File: src/rtl/trap_ctrl_pkg.sv
// Shared definitions for the machine-mode trap sequencer: CSR map, cause codes,
// mstatus bit positions and FSM state encoding.
package trap_ctrl_pkg;

  localparam logic [11:0] CSR_MSTATUS = 12'h300;
  localparam logic [11:0] CSR_MIE     = 12'h304;
  localparam logic [11:0] CSR_MTVEC   = 12'h305;
  localparam logic [11:0] CSR_MEPC    = 12'h341;
  localparam logic [11:0] CSR_MCAUSE  = 12'h342;
  localparam logic [11:0] CSR_MTVAL   = 12'h343;
  localparam logic [11:0] CSR_MIP     = 12'h344;

  localparam logic [3:0] IRQ_MSI = 4'd3;
  localparam logic [3:0] IRQ_MTI = 4'd7;
  localparam logic [3:0] IRQ_MEI = 4'd11;

  localparam int MSTATUS_MIE  = 3;
  localparam int MSTATUS_MPIE = 7;

  typedef enum logic [1:0] {
    ST_IDLE     = 2'd0,
    ST_FLUSH    = 2'd1,
    ST_DRAIN    = 2'd2,
    ST_REDIRECT = 2'd3
  } state_e;

  // Interrupt lines / enables, one bit per machine interrupt source.
  typedef struct packed {
    logic ext;
    logic timer;
    logic sw;
  } irq_t;

  // External beats software beats timer.
  function automatic logic [3:0] irq_code(input irq_t p);
    return p.ext ? IRQ_MEI : (p.sw ? IRQ_MSI : IRQ_MTI);
  endfunction

endpackage

File: src/rtl/trap_ctrl_if.sv
// Pipeline-facing bus of the trap sequencer: MEM-stage trap requests, platform
// interrupts, the ID/EX CSR port and the IF redirect handshake.
interface trap_ctrl_if;
  logic        mem_inst_valid;
  logic [31:0] mem_pc;
  logic        exc_valid;
  logic [3:0]  exc_cause;
  logic [31:0] exc_tval;
  logic        mret_valid;
  logic        irq_ext;
  logic        irq_sw;
  logic        irq_timer;
  logic        pipe_empty;
  logic        csr_we;
  logic [11:0] csr_addr;
  logic [31:0] csr_wdata;
  logic [31:0] csr_rdata;
  logic        flush;
  logic        trap_busy;
  logic        redirect_valid;
  logic [31:0] redirect_pc;
  logic        redirect_ready;

  modport slave (
    input  mem_inst_valid, mem_pc, exc_valid, exc_cause, exc_tval, mret_valid,
           irq_ext, irq_sw, irq_timer, pipe_empty, csr_we, csr_addr, csr_wdata,
           redirect_ready,
    output csr_rdata, flush, trap_busy, redirect_valid, redirect_pc
  );

  modport master (
    output mem_inst_valid, mem_pc, exc_valid, exc_cause, exc_tval, mret_valid,
           irq_ext, irq_sw, irq_timer, pipe_empty, csr_we, csr_addr, csr_wdata,
           redirect_ready,
    input  csr_rdata, flush, trap_busy, redirect_valid, redirect_pc
  );
endinterface

File: src/rtl/trap_csr_file.sv
// Machine trap CSRs with read mux; trap/MRET capture overrides software writes
// to the registers it updates in the same cycle.
module trap_csr_file
  import trap_ctrl_pkg::*;
#(
  parameter logic [31:0] MTVEC_RESET = 32'h0000_0100
) (
  input  logic        clk,
  input  logic        rst_n,
  input  logic        trap_cap_i,
  input  logic        mret_cap_i,
  input  logic [31:2] mem_pc_i,
  input  logic [3:0]  exc_cause_i,
  input  logic [31:0] exc_tval_i,
  input  irq_t        irq_i,
  input  logic        csr_we_i,
  input  logic [11:0] csr_addr_i,
  input  logic [31:0] csr_wdata_i,
  output logic [31:0] csr_rdata_o,
  output logic        irq_take_o,
  output logic [31:2] mtvec_o,
  output logic [31:2] mepc_o
);

  logic        mie_q, mpie_q;
  irq_t        mien_q, pend;
  logic [31:2] mtvec_q, mepc_q;
  logic [31:0] mcause_q, mtval_q;

  assign pend       = irq_i & mien_q;
  assign irq_take_o = mie_q & (|pend);
  assign mtvec_o    = mtvec_q;
  assign mepc_o     = mepc_q;

  always_ff @(posedge clk) begin
    if (!rst_n) begin
      mie_q    <= 1'b0;
      mpie_q   <= 1'b0;
      mien_q   <= '0;
      mtvec_q  <= MTVEC_RESET[31:2];
      mepc_q   <= '0;
      mcause_q <= '0;
      mtval_q  <= '0;
    end else begin
      if (csr_we_i) begin
        case (csr_addr_i)
          CSR_MSTATUS: begin
            mie_q  <= csr_wdata_i[MSTATUS_MIE];
            mpie_q <= csr_wdata_i[MSTATUS_MPIE];
          end
          CSR_MIE:    mien_q   <= {csr_wdata_i[11], csr_wdata_i[7], csr_wdata_i[3]};
          CSR_MTVEC:  mtvec_q  <= csr_wdata_i[31:2];
          CSR_MEPC:   mepc_q   <= csr_wdata_i[31:2];
          CSR_MCAUSE: mcause_q <= csr_wdata_i;
          CSR_MTVAL:  mtval_q  <= csr_wdata_i;
          default: ;
        endcase
      end
      // Later assignments win: capture takes priority over a same-cycle write.
      if (trap_cap_i) begin
        mepc_q <= mem_pc_i;
        mpie_q <= mie_q;
        mie_q  <= 1'b0;
        if (irq_take_o) begin
          mcause_q <= {1'b1, 27'b0, irq_code(pend)};
          mtval_q  <= '0;
        end else begin
          mcause_q <= {28'b0, exc_cause_i};
          mtval_q  <= exc_tval_i;
        end
      end else if (mret_cap_i) begin
        mie_q  <= mpie_q;
        mpie_q <= 1'b1;
      end
    end
  end

  always_comb begin
    csr_rdata_o = '0;
    case (csr_addr_i)
      CSR_MSTATUS: begin
        csr_rdata_o[12:11]        = 2'b11;
        csr_rdata_o[MSTATUS_MPIE] = mpie_q;
        csr_rdata_o[MSTATUS_MIE]  = mie_q;
      end
      CSR_MIE: begin
        csr_rdata_o[11] = mien_q.ext;
        csr_rdata_o[7]  = mien_q.timer;
        csr_rdata_o[3]  = mien_q.sw;
      end
      CSR_MIP: begin
        csr_rdata_o[11] = irq_i.ext;
        csr_rdata_o[7]  = irq_i.timer;
        csr_rdata_o[3]  = irq_i.sw;
      end
      CSR_MTVEC:  csr_rdata_o = {mtvec_q, 2'b00};
      CSR_MEPC:   csr_rdata_o = {mepc_q, 2'b00};
      CSR_MCAUSE: csr_rdata_o = mcause_q;
      CSR_MTVAL:  csr_rdata_o = mtval_q;
      default: ;
    endcase
  end

endmodule

File: src/rtl/trap_ctrl.sv
// Machine-mode trap sequencer: capture trap/MRET from MEM, flush, drain the
// pipeline (bounded), then redirect IF to mtvec or mepc.
module trap_ctrl
  import trap_ctrl_pkg::*;
#(
  parameter logic [31:0] MTVEC_RESET   = 32'h0000_0100,
  parameter int          DRAIN_TIMEOUT = 15
) (
  input  logic        clk,
  input  logic        rst_n,
  trap_ctrl_if.slave  bus
);

  localparam logic [3:0] TIMEOUT = 4'(DRAIN_TIMEOUT);

  state_e      state_q;
  logic [3:0]  cnt_q, cnt_d;
  logic        flush_q, busy_q, rv_q;
  logic [31:0] rpc_q;

  logic        irq_take, take, trap_cap, mret_cap;
  logic [31:2] mtvec, mepc;

  assign take     = (state_q == ST_IDLE) && bus.mem_inst_valid;
  assign trap_cap = take && (irq_take || bus.exc_valid);
  assign mret_cap = take && !irq_take && !bus.exc_valid && bus.mret_valid;

  trap_csr_file #(.MTVEC_RESET(MTVEC_RESET)) u_csr (
    .clk         (clk),
    .rst_n       (rst_n),
    .trap_cap_i  (trap_cap),
    .mret_cap_i  (mret_cap),
    .mem_pc_i    (bus.mem_pc[31:2]),
    .exc_cause_i (bus.exc_cause),
    .exc_tval_i  (bus.exc_tval),
    .irq_i       ({bus.irq_ext, bus.irq_timer, bus.irq_sw}),
    .csr_we_i    (bus.csr_we),
    .csr_addr_i  (bus.csr_addr),
    .csr_wdata_i (bus.csr_wdata),
    .csr_rdata_o (bus.csr_rdata),
    .irq_take_o  (irq_take),
    .mtvec_o     (mtvec),
    .mepc_o      (mepc)
  );

  // cnt_d is the number of DRAIN cycles completed at the end of this one.
  assign cnt_d = cnt_q + 4'd1;

  always_ff @(posedge clk) begin
    if (!rst_n) begin
      state_q <= ST_IDLE;
      cnt_q   <= '0;
      flush_q <= 1'b0;
      busy_q  <= 1'b0;
      rv_q    <= 1'b0;
      rpc_q   <= '0;
    end else begin
      case (state_q)
        ST_IDLE: begin
          if (trap_cap || mret_cap) begin
            state_q <= ST_FLUSH;
            flush_q <= 1'b1;
            busy_q  <= 1'b1;
            // Target is frozen here so later mtvec/mepc writes cannot move it.
            rpc_q   <= {trap_cap ? mtvec : mepc, 2'b00};
          end
        end
        ST_FLUSH: begin
          state_q <= ST_DRAIN;
          flush_q <= 1'b0;
          cnt_q   <= '0;
        end
        ST_DRAIN: begin
          cnt_q <= cnt_d;
          if (bus.pipe_empty || cnt_d == TIMEOUT) begin
            state_q <= ST_REDIRECT;
            rv_q    <= 1'b1;
          end
        end
        ST_REDIRECT: begin
          if (bus.redirect_ready) begin
            state_q <= ST_IDLE;
            rv_q    <= 1'b0;
            busy_q  <= 1'b0;
          end
        end
        default: state_q <= ST_IDLE;
      endcase
    end
  end

  assign bus.flush          = flush_q;
  assign bus.trap_busy      = busy_q;
  assign bus.redirect_valid = rv_q;
  assign bus.redirect_pc    = rpc_q;

endmodule

File: src/flat_wrapper.sv
// flat-port wrapper written by rule: the top's interface ports become plain ports
module trap_ctrl_flat import trap_ctrl_pkg::*;
#(
  parameter logic [31:0] MTVEC_RESET   = 32'h0000_0100,
  parameter int          DRAIN_TIMEOUT = 15
)
  (clk, rst_n, bus_mem_inst_valid, bus_mem_pc, bus_exc_valid, bus_exc_cause, bus_exc_tval, bus_mret_valid, bus_irq_ext, bus_irq_sw, bus_irq_timer, bus_pipe_empty, bus_csr_we, bus_csr_addr, bus_csr_wdata, bus_redirect_ready, bus_csr_rdata, bus_flush, bus_trap_busy, bus_redirect_valid, bus_redirect_pc);
  trap_ctrl_if bus_i ();
  input  logic clk;
  input  logic rst_n;
  input wire logic [$bits(bus_i.mem_inst_valid)-1:0] bus_mem_inst_valid;
  input wire logic [$bits(bus_i.mem_pc)-1:0] bus_mem_pc;
  input wire logic [$bits(bus_i.exc_valid)-1:0] bus_exc_valid;
  input wire logic [$bits(bus_i.exc_cause)-1:0] bus_exc_cause;
  input wire logic [$bits(bus_i.exc_tval)-1:0] bus_exc_tval;
  input wire logic [$bits(bus_i.mret_valid)-1:0] bus_mret_valid;
  input wire logic [$bits(bus_i.irq_ext)-1:0] bus_irq_ext;
  input wire logic [$bits(bus_i.irq_sw)-1:0] bus_irq_sw;
  input wire logic [$bits(bus_i.irq_timer)-1:0] bus_irq_timer;
  input wire logic [$bits(bus_i.pipe_empty)-1:0] bus_pipe_empty;
  input wire logic [$bits(bus_i.csr_we)-1:0] bus_csr_we;
  input wire logic [$bits(bus_i.csr_addr)-1:0] bus_csr_addr;
  input wire logic [$bits(bus_i.csr_wdata)-1:0] bus_csr_wdata;
  input wire logic [$bits(bus_i.redirect_ready)-1:0] bus_redirect_ready;
  output wire logic [$bits(bus_i.csr_rdata)-1:0] bus_csr_rdata;
  output wire logic [$bits(bus_i.flush)-1:0] bus_flush;
  output wire logic [$bits(bus_i.trap_busy)-1:0] bus_trap_busy;
  output wire logic [$bits(bus_i.redirect_valid)-1:0] bus_redirect_valid;
  output wire logic [$bits(bus_i.redirect_pc)-1:0] bus_redirect_pc;
  assign bus_i.mem_inst_valid = bus_mem_inst_valid;
  assign bus_i.mem_pc = bus_mem_pc;
  assign bus_i.exc_valid = bus_exc_valid;
  assign bus_i.exc_cause = bus_exc_cause;
  assign bus_i.exc_tval = bus_exc_tval;
  assign bus_i.mret_valid = bus_mret_valid;
  assign bus_i.irq_ext = bus_irq_ext;
  assign bus_i.irq_sw = bus_irq_sw;
  assign bus_i.irq_timer = bus_irq_timer;
  assign bus_i.pipe_empty = bus_pipe_empty;
  assign bus_i.csr_we = bus_csr_we;
  assign bus_i.csr_addr = bus_csr_addr;
  assign bus_i.csr_wdata = bus_csr_wdata;
  assign bus_i.redirect_ready = bus_redirect_ready;
  assign bus_csr_rdata = bus_i.csr_rdata;
  assign bus_flush = bus_i.flush;
  assign bus_trap_busy = bus_i.trap_busy;
  assign bus_redirect_valid = bus_i.redirect_valid;
  assign bus_redirect_pc = bus_i.redirect_pc;
  trap_ctrl #(.MTVEC_RESET(MTVEC_RESET), .DRAIN_TIMEOUT(DRAIN_TIMEOUT)) u_core (.clk(clk), .rst_n(rst_n), .bus(bus_i));
endmodule
File: config.mk
export PLATFORM = sky130hd
export DESIGN_NAME = trap_ctrl_flat
export DESIGN_NICKNAME = d
export VERILOG_FILES = /design/src/rtl/trap_ctrl_pkg.sv /design/src/rtl/trap_ctrl_if.sv /design/src/rtl/trap_csr_file.sv /design/src/rtl/trap_ctrl.sv /design/src/flat_wrapper.sv
export SDC_FILE = /design/constraint.sdc
export NUM_CORES = 1
export LEC_CHECK = 0
export ABC_AREA = 1
export ABC_CLOCK_PERIOD_IN_PS = 1900
export BUFFER_PORTS_ARGS = -buffer_cell sky130_fd_sc_hd__buf_2
export CAP_MARGIN = 20
export CORE_MARGIN = 2
export CORE_UTILIZATION = 57
export CTS_BUF_LIST = sky130_fd_sc_hd__clkbuf_4
export CTS_CLUSTER_DIAMETER = 60
export DETAILED_ROUTE_END_ITERATION = 8
export MAX_ROUTING_LAYER = met4
export PLACE_DENSITY = 0.94
export SYNTH_ARGS = -nofsm -noshare
export SYNTH_HDL_FRONTEND = slang
export SYNTH_SLANG_ARGS = --single-unit
export TNS_END_PERCENT = 30
File: constraint.sdc
create_clock -name clk -period 1.9 [get_ports clk]
set_input_delay 0.19 -clock clk [delete_from_list [all_inputs] [get_ports clk]]
set_output_delay 0.19 -clock clk [all_outputs]
set_load 0.005 [all_outputs]
# Word-level counts from Yosys, hierarchy flattened
# Cells that the tools add are included.
[word_totals] elab_cells=110 ramBits=0 input_bits=123 latch_bits=0 mem_count=0 mem_bits_ro=0 register_bits=168
[op_classes] n_shift=0 add_sub_neg=1 n_bitwise=3 mul=0 reduce_logical=37 n_eq_ne=14 div=0 magnitude_cmp=0 mux=40
[op_table] cell="$mux W32" n=8
[op_table] cell="$mux W30" n=4
[op_table] cell="$eq A12 B10 Y1 const B" n=7
[op_table] cell="$pmux W19 S4" n=1
[op_table] cell="$pmux W3 S4" n=3
[op_table] cell="$pmux W1 S7" n=3
[op_table] cell="$reduce_bool A2 Y1" n=10
[op_table] cell="$reduce_and A2 Y1" n=9
[op_table] cell="$mux W1" n=10
[op_table] cell="$reduce_and A3 Y1" n=3
[op_table] cell="$pmux W2 S4" n=1
[op_table] cell="$pmux W4 S2" n=1
[op_table] cell="$mux W2" n=3
[op_table] cell="$pmux W1 S2" n=3
[op_table] cell="$reduce_bool A3 Y1" n=2
[op_table] cell="$logic_and A1 B1 Y1" n=5
[op_table] cell="$pmux W1 S5" n=1
[op_table] cell="$add A4 B1 Y4 const B" n=1
[op_table] cell="$eq A2 B2 Y1 const B" n=2
[op_table] cell="$eq A4 B4 Y1 const B" n=1
[op_table] cell="$mux W4" n=1
[op_table] cell="$ne A2 B2 Y1 const B" n=2
[op_table] cell="$and A3 B3 Y3" n=1
[op_table] cell="$logic_or A1 B1 Y1" n=3
[op_table] cell="9 further kinds" n=10

# Logic depth before layout (Yosys ltp)
[logic_depth] ltp_word=10 depth_mapped=12 ltp_nobuf=11

# Hierarchy
# A second synthesis with hierarchy kept.
[hier_totals] hier_cells=1376 area_unflattened_um2=8738.4
[by_module_without_submodules] module="trap_csr_file" cells_per_inst=1091 area_per_inst_um2=6722.7 instances=1
[by_module_without_submodules] module="trap_ctrl" cells_per_inst=285 area_per_inst_um2=2015.7 instances=1

# Least setup slack after synthesis
# OpenSTA, ideal clock, no wires.
[synth_timing] path_kind="reg-to-reg" startpoint="reg u_core.state_q[0]" endpoint="reg u_core.u_csr.mtval_q[10]" period_less_slack_ns=1.696 setup_ns=0.056 stages_incl_launch_ff=13 arrival_ns=1.640 path_buffers=3 setup_slack_ns=0.204 path_cell_list="dfxtp_1 > inv_1 > ha_1 > nand2_1 > inv_1 > nand2_2 > buf_6 > buf_6 > buf_6 > nand3_1 > nand3_1 > nand2_1 > inv_1"
[synth_via] elab_chain_cells=5 elab_cells_between_ends=7 classes_between="mux (1); reduce/logical (6)"
[synth_rtl] element="from (decl)" line_no="trap_ctrl.sv:16" source="state_e state_q;"
[synth_rtl] element="from (signal assigned)" line_no="trap_ctrl.sv:51" source="state_q <= ST_IDLE;"
[synth_rtl] element="from (signal assigned)" line_no="trap_ctrl.sv:61" source="state_q <= ST_FLUSH;"
[synth_rtl] element="from (signal assigned)" line_no="trap_ctrl.sv:69" source="state_q <= ST_DRAIN;"
[synth_rtl] element="$logic_not A2 Y1 (*)" line_no="trap_ctrl.sv:24" source="assign take = (state_q == ST_IDLE) && bus.mem_inst_valid;"
[synth_rtl] element="$logic_and A1 B1 Y1 (*)" line_no="trap_ctrl.sv:24"
[synth_rtl] element="$logic_and A1 B1 Y1 (*)" line_no="trap_ctrl.sv:25" source="assign trap_cap = take && (irq_take || bus.exc_valid);"
[synth_rtl] element="$reduce_bool A2 Y1 (no line)"
[synth_rtl] element="$reduce_and A2 Y1 (no line)"
[synth_rtl] element="to (signal assigned)" line_no="trap_csr_file.sv:55" source="CSR_MTVAL: mtval_q <= csr_wdata_i;"
[synth_rtl] element="to (signal assigned)" line_no="trap_csr_file.sv:69" source="mtval_q <= exc_tval_i;"
[synth_rtl] element="to (decl)" line_no="trap_csr_file.sv:28" source="logic [31:0] mcause_q, mtval_q;"
# Mark *: on every way between the ends. The rest lies on a longest branch, timed or not.
# A chain may end at the register's enable or synchronous reset.

# Worst setup path in the final report
[layout_timing] startpoint="reg u_core.u_csr.mien_q[2] (netlist bit)" endpoint="reg u_core.rpc_q[19] (netlist: u_core.bus.redirect_pc[19])"
[layout_via] elab_chain_cells=9 elab_cells_between_ends=12 classes_between="mux (1); bitwise (2); reduce/logical (9)"
[layout_rtl] element="from (decl)" line_no="trap_csr_file.sv:26" source="irq_t mien_q, pend;"
[layout_rtl] element="from (signal assigned)" line_no="trap_csr_file.sv:51" source="CSR_MIE: mien_q <= {csr_wdata_i[11], csr_wdata_i[7], csr_wdata_i[3]};"
[layout_rtl] element="$and A3 B3 Y3 (*)" line_no="trap_csr_file.sv:30" source="assign pend = irq_i & mien_q;"
[layout_rtl] element="$reduce_or A3 Y1 (*)" line_no="trap_csr_file.sv:31" source="assign irq_take_o = mie_q & (|pend);"
[layout_rtl] element="$and A1 B1 Y1 (*)" line_no="trap_csr_file.sv:31"
[layout_rtl] element="$logic_not A1 Y1" line_no="trap_ctrl.sv:26" source="assign mret_cap = take && !irq_take && !bus.exc_valid && bus.mret_valid;"
[layout_rtl] element="$logic_and A1 B1 Y1 (3 in a row)" line_no="trap_ctrl.sv:26"
[layout_rtl] element="$logic_or A1 B1 Y1" line_no="trap_ctrl.sv:60" source="if (trap_cap || mret_cap) begin"
[layout_rtl] element="$reduce_and A2 Y1 (no line)"
[layout_rtl] element="to (signal assigned)" line_no="trap_ctrl.sv:65" source="rpc_q <= {trap_cap ? mtvec : mepc, 2'b00};"
[layout_rtl] element="to (decl)" line_no="trap_ctrl.sv:19" source="logic [31:0] rpc_q;"
# Marked as above.

==> reports/metrics.yaml <==
logic_synthesis:
  yosysSeqAreaShare_pct: 37.1
  yosysMostFrequentCell: "nand2_1"
  async_flop_share_pct: 0
  synth_edf_count: 0
  ys_ff_latch: 168
  yosysTopAreaCell: "dfxtp_1"
  ys.flop_type: "dfxtp_1"
  ys_top_cells_by_count: "343 x nand2_1, 195 x nand3_1, 168 x dfxtp_1"
  ys_types: 34
  synthCells: 1394
  yosysTopAreaCellShare_pct: 37.1
  ys_warn_count: 0
  syn_area_per_cell_sq_um: 6.50
  synth_area_leaders: "dfxtp_1 37%, nand2_1 14%, nand3_1 11%"
  syn-cell-area_sq_um: 9060
route:
  drt-total-wl_microns: 32400
  vias: 11143
  top_layer: "met4"
  drt_iter0_markers: 1803
  viasPerCell: 5.91
  wl_met2_microns: 14800
  remaining_drc_errors: 0
  postRouteAntennaNets: 0
  drt-wirelength-per-cell_microns: 17.2
  dr_wl_met3_microns: 4070
  wl_met1_microns: 11700
  first_pass_iters: 6
timing:
  finalSetupViolCount: 0
  rsz0062_at_grt: "yes"
  holdWs_ps: 14.2
  finalMaxSlewViolations: 0
  clock_skew_ps: 21.3
  layout_setup_ws_ps: 32.0
  fin_tns_setup_ps: 0
  fmax_mhz: 535
  fin_crit_ps: 1870
  hold_viol: 0
  timing.final.crit_share_pct: 98.3
min_path:
  min_path_type: "primary input to flop"
  hp-start: "bus_exc_cause[3]"
clock_network:
  cts_made_buffers: 17
  cts_max_path_buffers: 2
  cts_tree: "built"
  cts-root-buf: "clkbuf_4"
  cts.sinks: 168
  cts_htree_levels: 4
  insertion_delay_ps: 610
  clk_pin_slew_ps: 160
global_routing:
  grt_overflow: 0
  grt_max_degree: 55
  antenna_found_initial: 2
  grt_pass1_vias: 10242
  gr-usage-all-layers_pct: 37.9
  grt_pass1_wl_microns: 49300
floorplanning:
  dieArea_sq_um: 16900
  die_h_microns: 130
  initial_core_util_pct: 57.7
  core-area_sq_um: 15700
  rows: 46
  ioPinCount: 190
  dieWidth_microns: 130
worst_setup_path:
  cp_data_arrival_time_ps: 2390
  r2r_start: "u_core.u_csr.mien_q[2]$_SDFFE_PN0P_"
  cp-end-kind: "flop"
  crit_fanout: 21
  crit_path_start_kind: "flop"
  path_class: "flop to flop"
  required_ps: 2420
  cp-startpoint: "u_core.u_csr.mien_q[2]$_SDFFE_PN0P_"
pwr:
  p_leak_uw: 0.00563
  worst_ir_drop_vdd_mv: 0.429
  power_density_nw_per_um2: 812
  power_uw: 9460
job:
  maxCapViolations: 0
placement:
  place_congestion: 0.956
  hpwl_microns: 19000
  placed_cells: 1745
  dpl_worst_slack_ps: 4.82
  io_buffer_count: 185
cells_and_area:
  final_cells: 1884
  area_growth_pct: 28.5
  fin_nets: 1783
  drive_gt1_share_pct: 18.5
  fillers: 1129
status:
  status: "finished, final reports clean"
final timing paths:
| check | end | slack, ps | cells after the start |
|---|---|---|---|
| max | u_core.bus.redirect_pc[19]$_SDFFE_PN0P_ | 30 | 10 |
| min | u_core.u_csr.mcause_q[3]$_SDFFE_PN0P_ | 10 | 7 |
| max reg2reg | u_core.bus.redirect_pc[19]$_SDFFE_PN0P_ | 30 | 10 |
| min reg2reg | u_core.u_csr.mcause_q[18]$_SDFFE_PN0P_ | 470 | 2 |
metal layers:
metal | GRT usage (%) | up-vias
met5 | - | -
met4 | 21.9 | 0
met1 | 45.5 | 4961
met2 | 58.9 | 923
li1 | - | 5056
met3 | 8.36 | 203
final cells by class:
cell class              count  area, sq um  area share, %
multi-input cells         959         4550           39.1
flip-flops and latches    168         3370           28.9
repair buffers            339         2560           22.0
inverters                 168          632           5.43
well taps                 216          270           2.32
clock buffers              18          135           1.16
clock inverters            14          116          0.999
diodes                      2         5.00         0.0430
kinds of logic after synthesis:
family,after synthesis,share of synthesized area (%)
AO/OA/AOI/OAI,188,10.8
adder cells (fa/ha/maj),7,0.966
AND/OR/NAND/NOR,762,37.8
other,1,0.0414
buffers and inverters,268,13.2
flip-flops,168,37.1
report_power, final:
group	leakage [uW]	switching [uW]	internal (uW)
Sequential	0.00137	265	3940
Clock	0.000134	1430	565
Combinational	0.00412	1960	1310
through the flow:
stage / util, % / cell area [sq um]
final: 74.1 / 11600
after CTS: 73.4 / 11500
after global placement: 65.3 / 10300
after floorplan: - / 9070
after global routing: 74.1 / 11600
after detailed placement: 65.3 / 10300
worst max-delay path, stage by stage, from the launching register on:
cell and delay, ps:
dfxtp_2 360, nand2_1 120, nand3_1 150, nand2_4 140, nand2_1 100, nand2_4 180
buf_12 190, buf_12 170, o21ai_0 80, nor2_1 200, nor2_2 80
layout by cell type (no fill, tap or decap), types with 3 or more instances in the layout:
| cell type | instances |
|---|---|
| buf_4 | 36 |
| inv_2 | 7 |
| ha_1 | 6 |
| clkinv_4 | 3 |
| dfxtp_1 | 166 |
| o21ai_1 | 43 |
| nand3_1 | 194 |
| clkinvlp_4 | 3 |
| nand2_4 | 4 |
| dlygate4sd3_1 | 99 |
| buf_12 | 14 |
| nand2_1 | 342 |
| nor2_2 | 7 |
| buf_6 | 4 |
| nand3_2 | 5 |
| inv_1 | 157 |
| clkinv_2 | 3 |
| clkbuf_4 | 18 |
| nor2_4 | 3 |
| clkinv_1 | 3 |
| a21oi_1 | 71 |
| nor2_1 | 116 |
| o21ai_0 | 64 |
| nand4_1 | 84 |
| inv_6 | 4 |
| buf_2 | 184 |
| o22ai_1 | 3 |
flip-flops by register name, summed over array words and instances, names as in the netlist:
register,flops
u_core.u_csr.mcause_q,32
u_core.u_csr.mtval_q,32
u_core.bus.redirect_pc,30
u_core.u_csr.mepc_o,30
u_core.u_csr.mtvec_o,30
u_core.cnt_q,4
u_core.u_csr.mien_q,3
u_core.state_q,2
u_core.bus.flush,1
u_core.bus.redirect_valid,1
u_core.bus.trap_busy,1
u_core.u_csr.mie_q,1
u_core.u_csr.mpie_q,1
repair_timing:
action / CTS / global route
setup endpoints to repair: 7 / 115
hold endpoints to repair: 126 / 0
gates cloned: 1 / 1
gates resized for setup: 1 / 17
hold buffers: 99 / 0
pin swaps: 0 / 2
buffers inserted: 0 / 4
(Power assumes the default switching activity.)
